File: src/rtl/boot_ctrl_pkg.sv
// rtl/boot_ctrl_pkg.sv - shared register map, status layout and FSM encoding for boot_ctrl
`timescale 1ns/1ps
package boot_ctrl_pkg;

    // Register offsets relative to BASE_ADDR
    localparam logic [15:0] OFF_STATUS      = 16'h0000;
    localparam logic [15:0] OFF_CTRL        = 16'h0004;
    localparam logic [15:0] OFF_DRAMBASE    = 16'h0008;
    localparam logic [15:0] OFF_ENTRYPC     = 16'h000C;
    localparam logic [15:0] OFF_TOHOST_ADDR = 16'h0010;
    localparam logic [15:0] OFF_TOHOST_VAL  = 16'h0014;
    localparam logic [15:0] OFF_CYCLES      = 16'h0018;

    // STATUS bit positions
    localparam int STAT_RUN       = 0;
    localparam int STAT_DONE      = 1;
    localparam int STAT_PASS      = 2;
    localparam int STAT_HOLD      = 3;
    localparam int STAT_STATE_LSB = 4;

    localparam logic [31:0] TOHOST_ADDR_RST = 32'h8000_1000;

    typedef enum logic [1:0] {
        ST_IDLE = 2'd0,
        ST_RST  = 2'd1,
        ST_RUN  = 2'd2,
        ST_HALT = 2'd3
    } state_e;

    // Replace only the bytes selected by be
    function automatic logic [31:0] be_merge(input logic [31:0] old_v,
                                             input logic [31:0] new_v,
                                             input logic [3:0]  be);
        logic [31:0] r;
        r = old_v;
        for (int i = 0; i < 4; i++) begin
            if (be[i]) r[8*i +: 8] = new_v[8*i +: 8];
        end
        return r;
    endfunction

endpackage

File: src/rtl/boot_ctrl_regs.sv
// rtl/boot_ctrl_regs.sv - regbus decode, byte-enable merge and registered read mux
`timescale 1ns/1ps
module boot_ctrl_regs
    import boot_ctrl_pkg::*;
#(
    parameter logic [15:0] BASE_ADDR = 16'h1000
) (
    input  logic        ACLK,
    input  logic        ARESETN,
    input  logic [15:0] WRADDR,
    input  logic [3:0]  BYTEEN,
    input  logic        WREN,
    input  logic [31:0] WDATA,
    input  logic [15:0] RDADDR,
    input  logic        RDEN,
    output logic [31:0] RDATA,
    input  logic [31:0] status,
    input  logic [31:0] tohost_val,
    input  logic [31:0] cycles,
    output logic        hold_reset,
    output logic        start,
    output logic [31:0] drambase,
    output logic [31:0] entrypc,
    output logic [31:0] tohost_addr
);

    logic [15:0] wr_off, rd_off;
    logic        hold_q, hold_d;
    logic        start_q, start_d;
    logic [31:0] drambase_q, drambase_d;
    logic [31:0] entrypc_q, entrypc_d;
    logic [31:0] tohost_addr_q, tohost_addr_d;
    logic [31:0] rdata_q, rdata_d;

    assign wr_off = WRADDR - BASE_ADDR;
    assign rd_off = RDADDR - BASE_ADDR;

    // Write decode with byte merge; read mux samples the pre-write register values
    always_comb begin
        hold_d        = hold_q;
        start_d       = 1'b0;
        drambase_d    = drambase_q;
        entrypc_d     = entrypc_q;
        tohost_addr_d = tohost_addr_q;
        rdata_d       = rdata_q;
        if (WREN) begin
            case (wr_off)
                OFF_CTRL: begin
                    if (BYTEEN[0]) begin
                        hold_d  = WDATA[0];
                        start_d = WDATA[1];
                    end
                end
                OFF_DRAMBASE:    drambase_d    = be_merge(drambase_q, WDATA, BYTEEN);
                OFF_ENTRYPC:     entrypc_d     = be_merge(entrypc_q, WDATA, BYTEEN);
                OFF_TOHOST_ADDR: tohost_addr_d = be_merge(tohost_addr_q, WDATA, BYTEEN);
                default: ;
            endcase
        end
        if (RDEN) begin
            case (rd_off)
                OFF_STATUS:      rdata_d = status;
                OFF_CTRL:        rdata_d = {31'b0, hold_q};
                OFF_DRAMBASE:    rdata_d = drambase_q;
                OFF_ENTRYPC:     rdata_d = entrypc_q;
                OFF_TOHOST_ADDR: rdata_d = tohost_addr_q;
                OFF_TOHOST_VAL:  rdata_d = tohost_val;
                OFF_CYCLES:      rdata_d = cycles;
                default:         rdata_d = 32'b0;
            endcase
        end
    end

    // Register storage
    always_ff @(posedge ACLK or negedge ARESETN) begin
        if (!ARESETN) begin
            hold_q        <= 1'b0;
            start_q       <= 1'b0;
            drambase_q    <= 32'b0;
            entrypc_q     <= 32'b0;
            tohost_addr_q <= TOHOST_ADDR_RST;
            rdata_q       <= 32'b0;
        end else begin
            hold_q        <= hold_d;
            start_q       <= start_d;
            drambase_q    <= drambase_d;
            entrypc_q     <= entrypc_d;
            tohost_addr_q <= tohost_addr_d;
            rdata_q       <= rdata_d;
        end
    end

    assign RDATA       = rdata_q;
    assign hold_reset  = hold_q;
    assign start       = start_q;
    assign drambase    = drambase_q;
    assign entrypc     = entrypc_q;
    assign tohost_addr = tohost_addr_q;

endmodule

File: src/rtl/boot_ctrl.sv
// rtl/boot_ctrl.sv - CPU boot sequencer: reset pulse, run, tohost snoop and halt
`timescale 1ns/1ps
module boot_ctrl
    import boot_ctrl_pkg::*;
#(
    parameter logic [15:0] BASE_ADDR  = 16'h1000,
    parameter int          RST_CYCLES = 16
) (
    input  logic        ACLK,
    input  logic        ARESETN,
    input  logic [15:0] WRADDR,
    input  logic [3:0]  BYTEEN,
    input  logic        WREN,
    input  logic [31:0] WDATA,
    input  logic [15:0] RDADDR,
    input  logic        RDEN,
    output logic [31:0] RDATA,
    input  logic        mon_wvalid,
    input  logic [31:0] mon_waddr,
    input  logic [31:0] mon_wdata,
    output logic        cpu_rst_n,
    output logic [31:0] dram_base,
    output logic [31:0] entry_pc
);

    logic        hold_reset, start;
    logic [31:0] drambase, entrypc, tohost_addr, status;
    state_e      state_q, state_d;
    logic [15:0] rst_cnt_q, rst_cnt_d;
    logic [31:0] cycles_q, cycles_d;
    logic [31:0] tohost_val_q, tohost_val_d;
    logic [31:0] dram_base_q, dram_base_d;
    logic [31:0] entry_pc_q, entry_pc_d;
    logic        done_q, done_d, pass_q, pass_d;
    logic        cpu_rst_n_q, cpu_rst_n_d;
    logic        snoop_hit, rst_entry;

    boot_ctrl_regs #(.BASE_ADDR(BASE_ADDR)) u_regs (
        .ACLK(ACLK), .ARESETN(ARESETN),
        .WRADDR(WRADDR), .BYTEEN(BYTEEN), .WREN(WREN), .WDATA(WDATA),
        .RDADDR(RDADDR), .RDEN(RDEN), .RDATA(RDATA),
        .status(status), .tohost_val(tohost_val_q), .cycles(cycles_q),
        .hold_reset(hold_reset), .start(start),
        .drambase(drambase), .entrypc(entrypc), .tohost_addr(tohost_addr)
    );

    // A passing or failing tohost store; a concurrent HOLD takes precedence
    assign snoop_hit = (state_q == ST_RUN) && !hold_reset && mon_wvalid &&
                       (mon_waddr == tohost_addr) && mon_wdata[0];

    // State register
    always_ff @(posedge ACLK or negedge ARESETN) begin
        if (!ARESETN) state_q <= ST_IDLE;
        else          state_q <= state_d;
    end

    // Next-state logic; HOLD overrides every transition
    always_comb begin
        state_d = state_q;
        if (hold_reset) begin
            state_d = ST_IDLE;
        end else begin
            case (state_q)
                ST_IDLE: if (start) state_d = ST_RST;
                ST_RST:  if (rst_cnt_q == 16'(RST_CYCLES - 1)) state_d = ST_RUN;
                ST_RUN:  if (snoop_hit) state_d = ST_HALT;
                ST_HALT: if (start) state_d = ST_RST;
                default: state_d = ST_IDLE;
            endcase
        end
    end

    // Outputs: CPU reset is registered so the core never sees a decode glitch
    always_comb begin
        cpu_rst_n_d = (state_d == ST_RUN);
        status = 32'b0;
        status[STAT_RUN]            = (state_q == ST_RUN);
        status[STAT_DONE]           = done_q;
        status[STAT_PASS]           = pass_q;
        status[STAT_HOLD]           = hold_reset;
        status[STAT_STATE_LSB +: 2] = state_q;
    end

    // Datapath next values: RST entry latches the boot image, counters, tohost capture
    always_comb begin
        rst_entry    = (state_d == ST_RST) && (state_q != ST_RST);
        rst_cnt_d    = (state_q == ST_RST) ? rst_cnt_q + 16'd1 : rst_cnt_q;
        cycles_d     = cycles_q;
        tohost_val_d = tohost_val_q;
        dram_base_d  = dram_base_q;
        entry_pc_d   = entry_pc_q;
        done_d       = done_q;
        pass_d       = pass_q;
        if (rst_entry) begin
            rst_cnt_d    = 16'd0;
            cycles_d     = 32'b0;
            tohost_val_d = 32'b0;
            dram_base_d  = drambase;
            entry_pc_d   = entrypc;
            done_d       = 1'b0;
            pass_d       = 1'b0;
        end else begin
            if (state_q == ST_RUN && cycles_q != 32'hFFFF_FFFF)
                cycles_d = cycles_q + 32'd1;
            if (snoop_hit) begin
                tohost_val_d = mon_wdata;
                done_d       = 1'b1;
                pass_d       = (mon_wdata == 32'd1);
            end
        end
    end

    // Datapath registers
    always_ff @(posedge ACLK or negedge ARESETN) begin
        if (!ARESETN) begin
            rst_cnt_q    <= 16'd0;
            cycles_q     <= 32'b0;
            tohost_val_q <= 32'b0;
            dram_base_q  <= 32'b0;
            entry_pc_q   <= 32'b0;
            done_q       <= 1'b0;
            pass_q       <= 1'b0;
            cpu_rst_n_q  <= 1'b0;
        end else begin
            rst_cnt_q    <= rst_cnt_d;
            cycles_q     <= cycles_d;
            tohost_val_q <= tohost_val_d;
            dram_base_q  <= dram_base_d;
            entry_pc_q   <= entry_pc_d;
            done_q       <= done_d;
            pass_q       <= pass_d;
            cpu_rst_n_q  <= cpu_rst_n_d;
        end
    end

    assign cpu_rst_n = cpu_rst_n_q;
    assign dram_base = dram_base_q;
    assign entry_pc  = entry_pc_q;

endmodule

File: config.mk
export PLATFORM = sky130hd
export DESIGN_NAME = boot_ctrl
export DESIGN_NICKNAME = d
export VERILOG_FILES = /design/src/rtl/boot_ctrl_pkg.sv /design/src/rtl/boot_ctrl_regs.sv /design/src/rtl/boot_ctrl.sv
export SDC_FILE = /design/constraint.sdc
export NUM_CORES = 1
export LEC_CHECK = 0
export ABC_AREA = 1
export BUFFER_PORTS_ARGS = -buffer_cell sky130_fd_sc_hd__buf_4
export CAP_MARGIN = 25
export CORE_ASPECT_RATIO = 1.4
export CORE_UTILIZATION = 60
export CTS_CLUSTER_SIZE = 20
export DETAILED_ROUTE_END_ITERATION = 16
export GPL_TIMING_DRIVEN = 0
export PLACE_DENSITY = 0.9
export SLEW_MARGIN = 20
export SYNTH_ARGS = -nofsm -noshare
export SYNTH_HDL_FRONTEND = slang
export SYNTH_SLANG_ARGS = --single-unit
File: constraint.sdc
create_clock -name ACLK -period 6.3 [get_ports ACLK]
set_input_delay 1.26 -clock ACLK [delete_from_list [all_inputs] [get_ports ACLK]]
set_output_delay 1.26 -clock ACLK [all_outputs]
set_load 0.03 [all_outputs]
==> Yosys cells after proc, flatten, opt, wreduce, memory -nomap -nowiden <==
Cells that the tools add are included.
{ "totals": {"regBits": 279, "latch_bits": 0, "ramBits": 0, "romBits": 0, "inputBits": 137, "output_inout_bits": 97, "memories": 0} }
{ "classes": {"addsub": 4, "multipliers": 0, "div_mod_pow": 0, "order_cmp": 0, "n_eq_ne": 20, "shift": 0, "muxes": 19, "n_bitwise": 0, "n_reduce_logical": 26} }
{ "ops": {"columns": ["operator", "n"], "rows": [
  ["32-bit one-hot mux with 7 select lines", 1],
  ["32-bit 2-to-1 mux", 4],
  ["16-bit by 4-bit == test with 1-bit output (second input constant)", 5],
  ["16-bit by 5-bit == test with 1-bit output (second input constant)", 4],
  ["3-bit AND reduction", 13],
  ["32-bit by 1-bit adder with 32-bit output (second input constant)", 1],
  ["16-bit by 3-bit == test with 1-bit output (second input constant)", 2],
  ["32-bit by 1-bit == test with 1-bit output (second input constant)", 1],
  ["32-bit == test", 1],
  ["16-bit 2-to-1 mux", 2],
  ["32-bit inequality test (second input constant)", 1],
  ["16-bit by 13-bit subtractor with 16-bit output (second input constant)", 2],
  ["16-bit by 1-bit adder with 16-bit output (second input constant)", 1],
  ["16-bit zero test", 1],
  ["2-bit 2-to-1 mux", 4],
  ["1-bit 2-to-1 mux", 7],
  ["2-bit == test (second input constant)", 3],
  ["1-bit logical AND", 6],
  ["2-bit one-hot mux with 3 select lines", 1],
  ["2-bit nonzero test", 3],
  ["2-bit by 1-bit == test with 1-bit output (second input constant)", 2],
  ["2-bit zero test", 1],
  ["2-bit by 1-bit inequality test with 1-bit output (second input constant)", 1],
  ["2-bit OR reduction", 1],
  ["1-bit zero test", 1]
]} }

==> Logic depth before layout (Yosys ltp) <==
Gate-level depths: netlist of the first run.
{ "depth": {"depth_word": 11, "depth_mapped": 17, "ltp_nobuf": 16} }

==> Hierarchy <==
Synthesis of the first run repeated with hierarchy kept, for this count alone.
{ "unflattened": {"hier_cells": 2075, "hier_area_um2": 14890.5} }
{ "by_module_without_submodules": {"columns": ["mod", "n_inst", "cells_each", "area_per_inst_um2", "seq_area_each_um2"], "rows": [
  ["boot_ctrl", 1, 1063, 7802.5, 3728.6],
  ["boot_ctrl_regs", 1, 1012, 7088.0, 3255.6]
]} }

==> Worst setup path after synthesis of the first run <==
No wires, ideal clock.
{ "synth_path": {"kind": "input to register", "from": "input port WRADDR[9]", "to": "register u_regs.drambase_q[29] (netlist: u_regs.drambase[29])", "setup_time_ns": 0.119, "arrival_time_ns": 2.734, "t_required_ns": 6.181, "setup_slack_ns": 3.447, "stages": 8, "cell_sequence": "or4_1 nor2_4 nand2_1 nor3_4 nand2_2 buf_4 nand2_1 o21ai_2"} }
{ "synth_between": {"elab_chain_cells": 3} }
{ "synth_rtl": {"columns": ["item", "line_no", "source"], "rows": [
  ["from (decl)", "boot_ctrl.sv:11", "input logic [15:0] WRADDR,"],
  ["16-bit by 13-bit subtractor with 16-bit output", "boot_ctrl_regs.sv:35", "assign wr_off = WRADDR - BASE_ADDR;"],
  ["16-bit by 4-bit == test with 1-bit output", "boot_ctrl_regs.sv:47", "case (wr_off)"],
  ["3-bit AND reduction (no source line)", null, null],
  ["to (signal assigned)", "boot_ctrl_regs.sv:86", "drambase_q <= drambase_d;"],
  ["to (decl)", "boot_ctrl_regs.sv:30", "logic [31:0] drambase_q, drambase_d;"]
]} }
Every way passes these cells.
A chain may end at the register's enable or synchronous reset.

==> Worst setup path in the final report of the first run <==
{ "layout_path": {"from": "register state_q[0]", "to": "register tohost_val_q[29]"} }
{ "layout_between": {"elab_chain_cells": 11} }
{ "layout_rtl": {"columns": ["item", "line_no", "source"], "rows": [
  ["from (decl)", "boot_ctrl.sv:28", "state_e state_q, state_d;"],
  ["from (signal assigned)", "boot_ctrl.sv:54", "else state_q <= state_d;"],
  ["2-bit == test", "boot_ctrl.sv:48, boot_ctrl.sv:63", null],
  ["1-bit logical AND (3 in a row)", "boot_ctrl.sv:48", "assign snoop_hit = (state_q == ST_RUN) && !hold_reset && mon_wvalid &&"],
  ["1-bit logical AND", "boot_ctrl.sv:49", "(mon_waddr == tohost_addr) && mon_wdata[0];"],
  ["2-bit 2-to-1 mux", "boot_ctrl.sv:66", "ST_RUN: if (snoop_hit) state_d = ST_HALT;"],
  ["2-bit one-hot mux with 3 select lines", "boot_ctrl.sv:63", "case (state_q)"],
  ["2-bit 2-to-1 mux", "boot_ctrl.sv:60", "if (hold_reset) begin"],
  ["2-bit by 1-bit == test with 1-bit output", "boot_ctrl.sv:86", "rst_entry = (state_d == ST_RST) && (state_q != ST_RST);"],
  ["1-bit logical AND", "boot_ctrl.sv:86", null],
  ["32-bit 2-to-1 mux / 2-bit nonzero test (equally long branches)", null, null],
  ["to (signal assigned)", "boot_ctrl.sv:127", "tohost_val_q <= tohost_val_d;"],
  ["to (decl)", "boot_ctrl.sv:31", "logic [31:0] tohost_val_q, tohost_val_d;"]
]} }
Parallel ways exist; a longest one is shown, timed or not.

==> summary.txt, run 1 <==
cells after synthesis -> 1,687
Die Wd -> 130 um
proportion of layout cells with a drive suffix above 1 -> 0.192
Clk pin slew, worst setup/hold paths -> 0.07 ns
setup total negative slack -> 0 ns
CTS tree -> yes
antenna viol nets, final -> 0
Worst EP required -> 6.72 ns
ys async rst share -> 1.00
crit path buf inv count -> 4
cell mode on critical path -> nand2_1
Placer Congestion -> 0.953
worst setup path start -> state_q[0]$_DFF_PN0_
Synth warnings -> 0
Max IR drop VDD -> 0.235 mV
largest cells by area after synthesis -> dfrtp_1, nand2_1, inv_1
Final Hold Viols -> 0
critical path class -> flop to flop
post-DR vias/cell -> 5.86
top-area cell type share of the netlist area -> 0.505
DRC marker count from the first detailed-route iteration -> 1,318
synthesis-stage register bit count -> 279
setup ws final -> 2.85 ns
Seq/Total Area, Yosys -> 0.509
IO Pins -> 234
Filler cells -> 1,591
Worst Setup End Kind -> flop
die height -> 181 um
# resized after CTS -> 0
status -> complete, no violations
hpwl dp -> 33.4 mm
initial antenna violation count -> 0
drt total wl -> 45.6 mm
global-route wire length before repair -> 70.8 mm
Post-DP Area -> 0.0159 mm^2
Netlist Area Pre-Place -> 0.0137 mm^2
Initial Util -> 0.610
Fmax -> 0.290 GHz
PD cells -> 268 mW/mm^2
CTS buffer count -> 26
CTS H-tree depth -> 1
most frequent cells in the layout -> nand2_1, inv_1, dfrtp_1
max incr delay on CP -> 0.43 ns
LEAKAGE -> 8.47 nW
routed vias -> 13,300
worst slew pin tran -> 0.866 ns
Longest Clk Path Bufs -> 3
Synthesized Nets -> 1,829
Max-cap violations -> 0
GRT Util Overall -> 0.400
Rows -> 65
Area Overhead vs Synth -> 22.8%
R2R Path Start -> state_q[0]$_DFF_PN0_
Final Max Tran Viols -> 0
Hold Crit Class -> flop to flop
final hold slack -> 0.480 ns
Primary FF master, synth -> dfrtp_1
Finished Cell Area -> 0.0169 mm^2
clock skew -> 0.0232 ns
Max-slew headroom -> 0.417
setup bufs post-CTS -> 0
core box area -> 0.0225 mm^2
Yosys cell types -> 42
CP max stage cell -> dfrtp_1
Largest delay share family, worst path -> simple AND/OR/NAND/NOR gates
ant diodes -> 0
critical path peak fanout -> 10
gr ovfl total -> 0
fin crit share -> 0.548
RSZ-0062 raised after global routing -> false
nets@finish -> 2,092
cells along the critical path -> inv_1, ha_1, nand2_1, nor2_1, nand2_1, nor2_1, nand2_1, nor2_2, nand3_2, nand2_1, nand2_1, nand2_2, nand4_4, buf_2, buf_2, nand2_1, inv_1
clk root buf -> clkbuf_16
Final Setup Violations -> 0
HP Start -> u_regs.drambase[24]$_DFFE_PN0P_
Clock Latency Late Sink -> 0.55 ns
pin count of the biggest net entering global routing -> 93
vias in the first global route -> 13,400
number of iterations in the first detailed-routing pass -> 6
routed length per instance -> 20.1 um
storage element area -> 0.00698 mm^2
CP Launch Type -> flop
EDFF count, synth -> 0
most common cell after layout, fill and taps aside -> nand2_1
Synth area leader -> dfrtp_1
die area -> 0.0235 mm^2
pre-CTS setup slack -> 2.58 ns
final worst path period need -> 3.45 ns
IO Port Bufs -> 232
# clock sinks -> 279
hold buffer count at cts -> 0
CP arrival -> 3.88 ns
Syn Area/Cell -> 8.14 um^2
multi-input logic area -> 0.00529 mm^2
DRC Markers -> 0
==> per-stage QoR <==
step / utilization / std cells / total power (W)
floorplan: - / 1687 / 0.00239
global placement: 0.704 / 2220 / 0.00279
detailed placement: 0.708 / 2223 / 0.00282
CTS: 0.748 / 2269 / 0.00450
global route: 0.748 / 2269 / 0.00466
finish: 0.748 / 2269 / 0.00452
==> per-layer routing <==
metal / GRT usage / part of all wire / up-vias
li1: - / - / 5915
met3: 0.0705 / 0.083 / 213
met4: 0.282 / 0.077 / 0
met5: 0 / 0 / -
met1: 0.476 / 0.35 / 6372
met2: 0.649 / 0.49 / 802
==> worst reg2reg max path: stages (launching register included) <==
cell and delay, ns:
dfrtp_1 0.43, inv_1 0.20, ha_1 0.32, nand2_1 0.12
nor2_1 0.17, nand2_1 0.09, nor2_1 0.10, nand2_1 0.07
nor2_2 0.19, nand3_2 0.35, nand2_1 0.15, nand2_1 0.08
nand2_2 0.10, nand4_4 0.21, buf_2 0.33, buf_2 0.27
nand2_1 0.13, inv_1 0.05
==> cells in the mapped netlist (5+ instances only) <==
cell / number
buf_1: 7
buf_2: 17
buf_4: 5
clkbuf_1: 37
dfrtp_1: 277
ha_1: 5
inv_1: 300
mux2_2: 12
nand2_1: 351
nand2_2: 9
nand3_1: 132
nand4_1: 23
nor2_1: 86
nor3_1: 19
nor4_1: 12
o21ai_0: 182
o21ai_1: 64
o21ai_2: 40
o22ai_1: 6
o31ai_1: 31
xnor2_1: 24
xor2_1: 16
==> kinds of logic after synthesis <==
logic type,share of synthesized area
simple gates,0.207
xor+xnor,0.0255
fa+ha+maj,0.00456
buf+inv,0.106
mux,0.00984
compound gates,0.139
flops,0.509
==> layout make-up <==
class,count,share of cell area
well taps,301,0.0223
inverters,302,0.0673
plain buffers,69,0.0191
repair buffers,235,0.109
clock buffers,36,0.0444
multi-input cells,1037,0.314
flip-flops and latches,279,0.414
clock inverters,10,0.00995
==> state kept, by name (all words and copies together), names as in the netlist <==
register,cells
u_regs.drambase,32
pass_q,1
u_regs.RDATA,32
u_regs.start,1
rst_cnt_q,16
dram_base,32
entry_pc,32
cycles_q,32
state_q,2
u_regs.hold_reset,1
u_regs.entrypc,32
tohost_val_q,32
done_q,1
u_regs.tohost_addr,32
cpu_rst_n,1
==> path summary, 6_finish.rpt <==
| path | slack, ns | end | depth (start not counted) |
|---|---|---|---|
| max | 2.85 | tohost_val_q[29]$_DFFE_PN0P_ | 17 |
| min | 0.48 | u_regs.drambase[24]$_DFFE_PN0P_ | 2 |
| max reg2reg | 2.85 | tohost_val_q[29]$_DFFE_PN0P_ | 17 |
| min reg2reg | 0.48 | u_regs.drambase[24]$_DFFE_PN0P_ | 2 |
| max in group asynchronous | 4.56 | u_regs.tohost_addr[12]$_DFFE_PN1P_ | 3 |
| min in group asynchronous | 0.56 | rst_cnt_q[8]$_DFFE_PN0P_ | 1 |
==> power breakdown <==
part / total, W / internal [W] / switching (W)
Sequential: 0.00183 / 0.00181 / 0.0000220
Combinational: 0.000981 / 0.000243 / 0.000738
Clock: 0.00171 / 0.000995 / 0.000711
No activity file was read; power rests on OpenSTA's default activity.
==> inputs of run 2 (changes only) <==
- CORE_UTILIZATION: 60 -> 57
- PLACE_DENSITY: 0.9 -> 0.87
- clock period: 6.3 -> 3.5 ns (I/O delays scaled with it)
==> run 2 against run 1 <==
Flip-flop and latch count stayed put; non-clock buffer count decreased by 1; setup slack got worse by 2.7 ns; routed wire length fell by 2.2%.
==> summary.txt, run 2 (synthesized netlist as in run 1, its figures left out) <==
CTS H-tree depth -> 1 (unchanged)
nets@finish -> 2,091 (-0.048%)
clock power share -> 0.381 (+0.004)
critical path peak fanout -> 10 (unchanged)
DRC Markers -> 0 (unchanged)
Final Max Tran Viols -> 0 (unchanged)
Max IR drop VDD -> 0.413 mV (+76%)
cells along the critical path -> inv_1, ha_1, nand2_1, nor2_1, nand2_1, nor2_1, nand2_1, nor2_2, nand3_2, nand2_1, nand2_1, nand2_2, nand4_4, buf_2, buf_2, nand2_1, inv_1
cell mode on critical path -> nand2_1
IO Port Bufs -> 232 (unchanged)
clk root buf -> clkbuf_16
Area Overhead vs Synth -> 22.8% (about the same)
clock skew -> 0.0163 ns (-0.00690 ns)
setup total negative slack -> 0 ns (unchanged)
most common cell after layout, fill and taps aside -> nand2_1
drt total wl -> 44.5 mm (-2.2%)
Max-slew headroom -> 0.359 (-0.0585)
number of iterations in the first detailed-routing pass -> 6 (unchanged)
Reg power frac -> 0.403 (-0.003)
CTS buffer count -> 26 (unchanged)
post-DR vias/cell -> 5.77 (-1.6%)
CP Launch Type -> flop
Post-DP Area -> 0.0159 mm^2 (-0.13%)
sw frac -> 0.323 (-0.00230)
Clock Latency Late Sink -> 0.55 ns (about the same)
fin crit share -> 0.968 (+0.420)
Finished Cell Area -> 0.0169 mm^2 (about the same)
Rows -> 66 (+1.5%)
proportion of layout cells with a drive suffix above 1 -> 0.191 (about the same)
Initial Util -> 0.586 (-0.0240)
IO Pins -> 234 (unchanged)
antenna viol nets, final -> 0 (unchanged)
hpwl dp -> 33.3 mm (-0.25%)
gr ovfl total -> 0 (unchanged)
PD cells -> 486 mW/mm^2 (+81%)
GRT Util Overall -> 0.363 (-0.0363)
Hold Crit Class -> primary input to async pin
Fmax -> 0.295 GHz (+1.9%)
LEAKAGE -> 8.47 nW (about the same)
Clk pin slew, worst setup/hold paths -> 0.06 ns (about the same)
routed length per instance -> 19.6 um (-2.5%)
CTS tree -> yes
hold buffer count at cts -> 0 (unchanged)
die height -> 186 um (+2.6%)
final worst path period need -> 3.39 ns (-0.0636 ns)
CP arrival -> 3.82 ns (-0.06 ns)
routed vias -> 13,100 (-1.3%)
Inst Count DP -> 2,227 (+0.18%)
total power -> 0.00819 W (+81%)
CP max stage cell -> dfrtp_1
Filler cells -> 1,763 (+11%)
Final Hold Viols -> 0 (unchanged)
Final Setup Violations -> 0 (unchanged)
Placer Congestion -> 0.974 (+2.2%)
# resized after CTS -> 0 (unchanged)
pre-CTS setup slack -> 0.280 ns (-2.30 ns)
combinational share of power -> 0.216 (about the same)
DRC marker count from the first detailed-route iteration -> 1,284 (-2.6%)
core box area -> 0.0235 mm^2 (+4.1%)
Die Wd -> 133 um (+2.6%)
critical path class -> flop to flop
internal power -> 0.00555 W (+82%)
setup ws final -> 0.112 ns (-2.74 ns)
# clock sinks -> 279 (unchanged)
Cell Count, Final, Fillers Out -> 2,275 (+0.26%)
Max-cap violations -> 0 (unchanged)
Worst EP required -> 3.93 ns (-2.79 ns)
die area -> 0.0247 mm^2 (+5.2%)
global-route wire length before repair -> 68.5 mm (-3.2%)
Worst Setup End Kind -> flop
ant diodes -> 0 (unchanged)
pin count of the biggest net entering global routing -> 101 (+8.6%)
Longest Clk Path Bufs -> 3 (unchanged)
initial antenna violation count -> 0 (unchanged)
most frequent cells in the layout -> nand2_1, inv_1, dfrtp_1
status -> complete, no violations
setup bufs post-CTS -> 0 (unchanged)
worst slew pin tran -> 0.962 ns (+0.0958 ns)
P_sw -> 0.00265 W (+80%)
RSZ-0062 raised after global routing -> false
vias in the first global route -> 13,000 (-3.2%)
max incr delay on CP -> 0.43 ns (about the same)
-- run 2: cell type report --
cell class | instances | area (um^2) | area share
sequential | 279 | 6980 | 0.414
multi-input combinational | 1037 | 5290 | 0.314
timing repair buffer | 234 | 1800 | 0.107
inverter | 302 | 1130 | 0.0672
clock buffer | 36 | 738 | 0.0438
tap | 306 | 383 | 0.0227
buffer | 69 | 322 | 0.0191
clock inverter | 12 | 201 | 0.0119
-- run 2: worst paths after layout --
path	startpoint	to	slack, ns	cells past startpoint
worst max-delay path	state_q[0]$_DFF_PN0_	rst_cnt_q[2]$_DFFE_PN0P_	0.11	17
worst min-delay path	ARESETN	entry_pc[11]$_DFFE_PN0P_	0.16	1
worst max register to register	state_q[0]$_DFF_PN0_	rst_cnt_q[2]$_DFFE_PN0P_	0.11	17
worst min register to register	u_regs.entrypc[9]$_DFFE_PN0P_	u_regs.entrypc[9]$_DFFE_PN0P_	0.48	2
max in group asynchronous	ARESETN	tohost_val_q[19]$_DFFE_PN0P_	2.37	2
min in group ACLK	WDATA[11]	u_regs.entrypc[11]$_DFFE_PN0P_	0.44	3
-- run 2: stage by stage --
stage               hold slack (ns)  utilization
floorplan                     0.404            -
finish                        0.162        0.719
global placement              0.463        0.676
detailed placement            0.469        0.679
global route                  0.212        0.719
CTS                           0.184        0.719
-- run 2: power groups by stage --
stage	sequential (W)	clock, W	combinational (W)
floorplan	0.00336	0	0.000951
CTS	0.00330	0.00312	0.00172
detailed placement	0.00336	0	0.00171
global placement	0.00336	0	0.00166
finish	0.00330	0.00312	0.00177
global route	0.00330	0.00324	0.00186
-- run 2: critical path, delay by kind of cell, from the launching register on --
kind	cells	cell delay, ns
and+or+nand+nor	12	1.73
buffers and inverters	4	0.82
DFF	1	0.43
adders and majority gates	1	0.29
-- run 2: per-layer routing --
metal  wire length (um)  share of wire  GRT usage
met5                  0              0          0
met2              21600           0.48      0.610
met4               3360          0.075      0.253
met3               3180          0.071     0.0441
met1              16400           0.37      0.438
==> inputs of run 3 (changes only) <==
- CORE_ASPECT_RATIO: 1.4 -> 0.6
==> run 3 against run 2 <==
Non-clock buffer count increased by 1; sequential share of layout area is essentially flat; die area about the same; cell count increased by 0.48%; count of clock-buffer cells in the layout is 3 lower; first-iteration DRC count rose by 12%; design area barely moved; worst hold slack got worse by 0.063 ns; register-to-register slack got worse by 0.02 ns; routed wire length is essentially flat.
==> summary.txt, run 3 (synthesized netlist as in run 1, its figures left out) <==
status -> complete, no violations
post-DR vias/cell -> 5.74 (-0.50%)
Max IR drop VDD -> 0.398 mV (-3.8%)
vias in the first global route -> 12,600 (-3.5%)
Worst Setup End Kind -> flop
P_sw -> 0.00269 W (+1.5%)
drt total wl -> 44.5 mm (about the same)
antenna viol nets, final -> 0 (unchanged)
fin crit share -> 0.972 (+0.00435)
total power -> 0.00807 W (-1.5%)
CTS tree -> yes
Placer Congestion -> 0.981 (+0.69%)
Worst EP required -> 3.90 ns (-0.03 ns)
DRC Markers -> 0 (unchanged)
routed length per instance -> 19.5 um (-0.46%)
critical path peak fanout -> 11 (+1)
final hold slack -> 0.0986 ns (-0.0634 ns)
Final Hold Viols -> 0 (unchanged)
die area -> 0.0247 mm^2 (about the same)
Max-cap violations -> 0 (unchanged)
nets@finish -> 2,092 (+0.048%)
Hold Crit Class -> primary input to async pin
Final Max Tran Viols -> 0 (unchanged)
critical path class -> flop to flop
proportion of layout cells with a drive suffix above 1 -> 0.193 (+0.00143)
Die Wd -> 202 um (+52%)
combinational share of power -> 0.224 (+0.008)
worst slew pin tran -> 0.906 ns (-0.0558 ns)
CTS H-tree depth -> 1 (unchanged)
r2r worst-path depth -> 17 (unchanged)
Max-slew headroom -> 0.391 (+0.0322)
# clock sinks -> 279 (unchanged)
die height -> 122 um (-34%)
GRT Util Overall -> 0.367 (+0.00352)
Clock Latency Late Sink -> 0.55 ns (about the same)
Fmax -> 0.294 GHz (-0.45%)
clk root buf -> clkbuf_16
# resized after CTS -> 0 (unchanged)
Longest Clk Path Bufs -> 3 (unchanged)
most frequent cells in the layout -> nand2_1, inv_1, dfrtp_1
most common cell after layout, fill and taps aside -> nand2_1
internal power -> 0.00538 W (-2.9%)
global-route wire length before repair -> 69.0 mm (+0.69%)
CTS buffer count -> 26 (unchanged)
CP Launch Type -> flop
worst setup path start -> state_q[0]$_DFF_PN0_
clock skew -> 0.0180 ns (+0.00173 ns)
core box area -> 0.0233 mm^2 (-0.44%)
sw frac -> 0.333 (+0.00988)
Reg power frac -> 0.409 (+0.006)
Rows -> 43 (-35%)
crit path to -> entry_pc[12]$_DFFE_PN0P_
number of iterations in the first detailed-routing pass -> 6 (unchanged)
Filler cells -> 1,792 (+1.6%)
PD cells -> 479 mW/mm^2 (-1.4%)
gr ovfl total -> 0 (unchanged)
r2r endpoint -> entry_pc[12]$_DFFE_PN0P_
CP arrival -> 3.81 ns (about the same)
Area Overhead vs Synth -> 22.7% (about the same)
setup bufs post-CTS -> 0 (unchanged)
Clk pin slew, worst setup/hold paths -> 0.07 ns (about the same)
initial antenna violation count -> 0 (unchanged)
setup ws final -> 0.0964 ns (-0.0152 ns)
routed vias -> 13,100 (-0.015%)
hpwl dp -> 33.8 mm (+1.3%)
R2R Path Start -> state_q[0]$_DFF_PN0_
IO Port Bufs -> 232 (unchanged)
Initial Util -> 0.588 (+0.00257)
RSZ-0062 raised after global routing -> false
IO Pins -> 234 (unchanged)
DRC marker count from the first detailed-route iteration -> 1,439 (+12%)
clock power share -> 0.367 (-0.014)
hold buffer count at cts -> 0 (unchanged)
final worst path period need -> 3.40 ns (+0.0152 ns)
FF-to-FF setup slack -> 0.1 ns (-0.02 ns)
pre-CTS setup slack -> 0.296 ns (+0.0163 ns)
LEAKAGE -> 8.46 nW (about the same)
pin count of the biggest net entering global routing -> 91 (-9.9%)
Final Setup Violations -> 0 (unchanged)
run 3: critical path: stages (launching register included):
cell     delay (ns)
dfrtp_1        0.42
inv_1          0.16
ha_1           0.36
nand2_1        0.09
nor2_1         0.19
nand2_1        0.08
nor2_1         0.10
nand2_1        0.07
nor2_2         0.14
nand3_2        0.32
nand2_1        0.14
nand2_1        0.07
nand2_2        0.12
nand4_4        0.30
buf_6          0.27
buf_2          0.23
nand2_1        0.12
o21ai_1        0.07
run 3: routing by layer:
layer  share of wire  track usage  vias to the layer above
met4           0.034        0.128                        0
met1            0.41        0.513                     6261
met5               0      0.00198                        -
met2            0.42        0.536                      823
met3            0.13        0.123                      114
li1                -            -                     5923
run 3: how the worst min path moves through the flow:
stage / depth (start not counted) / end / startpoint
2_1_floorplan: 0 / cpu_rst_n$_DFF_PN0_ / ARESETN
3_3_place_gp: 2 / u_regs.drambase[29]$_DFFE_PN0P_ / u_regs.drambase[29]$_DFFE_PN0P_
3_5_place_dp: 2 / u_regs.drambase[19]$_DFFE_PN0P_ / u_regs.drambase[19]$_DFFE_PN0P_
4_1_cts: 1 / u_regs.RDATA[16]$_DFFE_PN0P_ / ARESETN
5_1_grt: 1 / u_regs.RDATA[16]$_DFFE_PN0P_ / ARESETN
6_report: 1 / u_regs.RDATA[16]$_DFFE_PN0P_ / ARESETN
run 3: per-stage QoR:
step / TNS, ns / utilization / std cells / cell area, um^2
2_1_floorplan: 0 / - / 1687 / 13700
3_3_place_gp: -158.23 / 0.680 / 2234 / 15900
3_5_place_dp: 0 / 0.684 / 2237 / 16000
4_1_cts: 0 / 0.721 / 2285 / 16800
5_1_grt: 0 / 0.721 / 2285 / 16800
6_report: 0 / 0.722 / 2286 / 16800
run 3: layout make-up:
type                       count  area [um^2]  share of cell area
timing repair buffer         235         1830               0.109
inverter                     302         1130              0.0673
antenna                        1         2.50            0.000149
clock inverter                15          163             0.00965
multi-input combinational   1037         5300               0.315
clock buffer                  33          718              0.0426
tap                          315          394              0.0234
sequential                   279         6980               0.415
buffer                        69          322              0.0191
run 3: power groups by stage:
stage               clock network (W)  logic [W]  registers, W
detailed placement                  0    0.00173       0.00336
global route                  0.00311    0.00191       0.00331
CTS                           0.00297    0.00175       0.00330
finish                        0.00296    0.00180       0.00330
floorplan                           0   0.000951       0.00336
global placement                    0    0.00167       0.00336
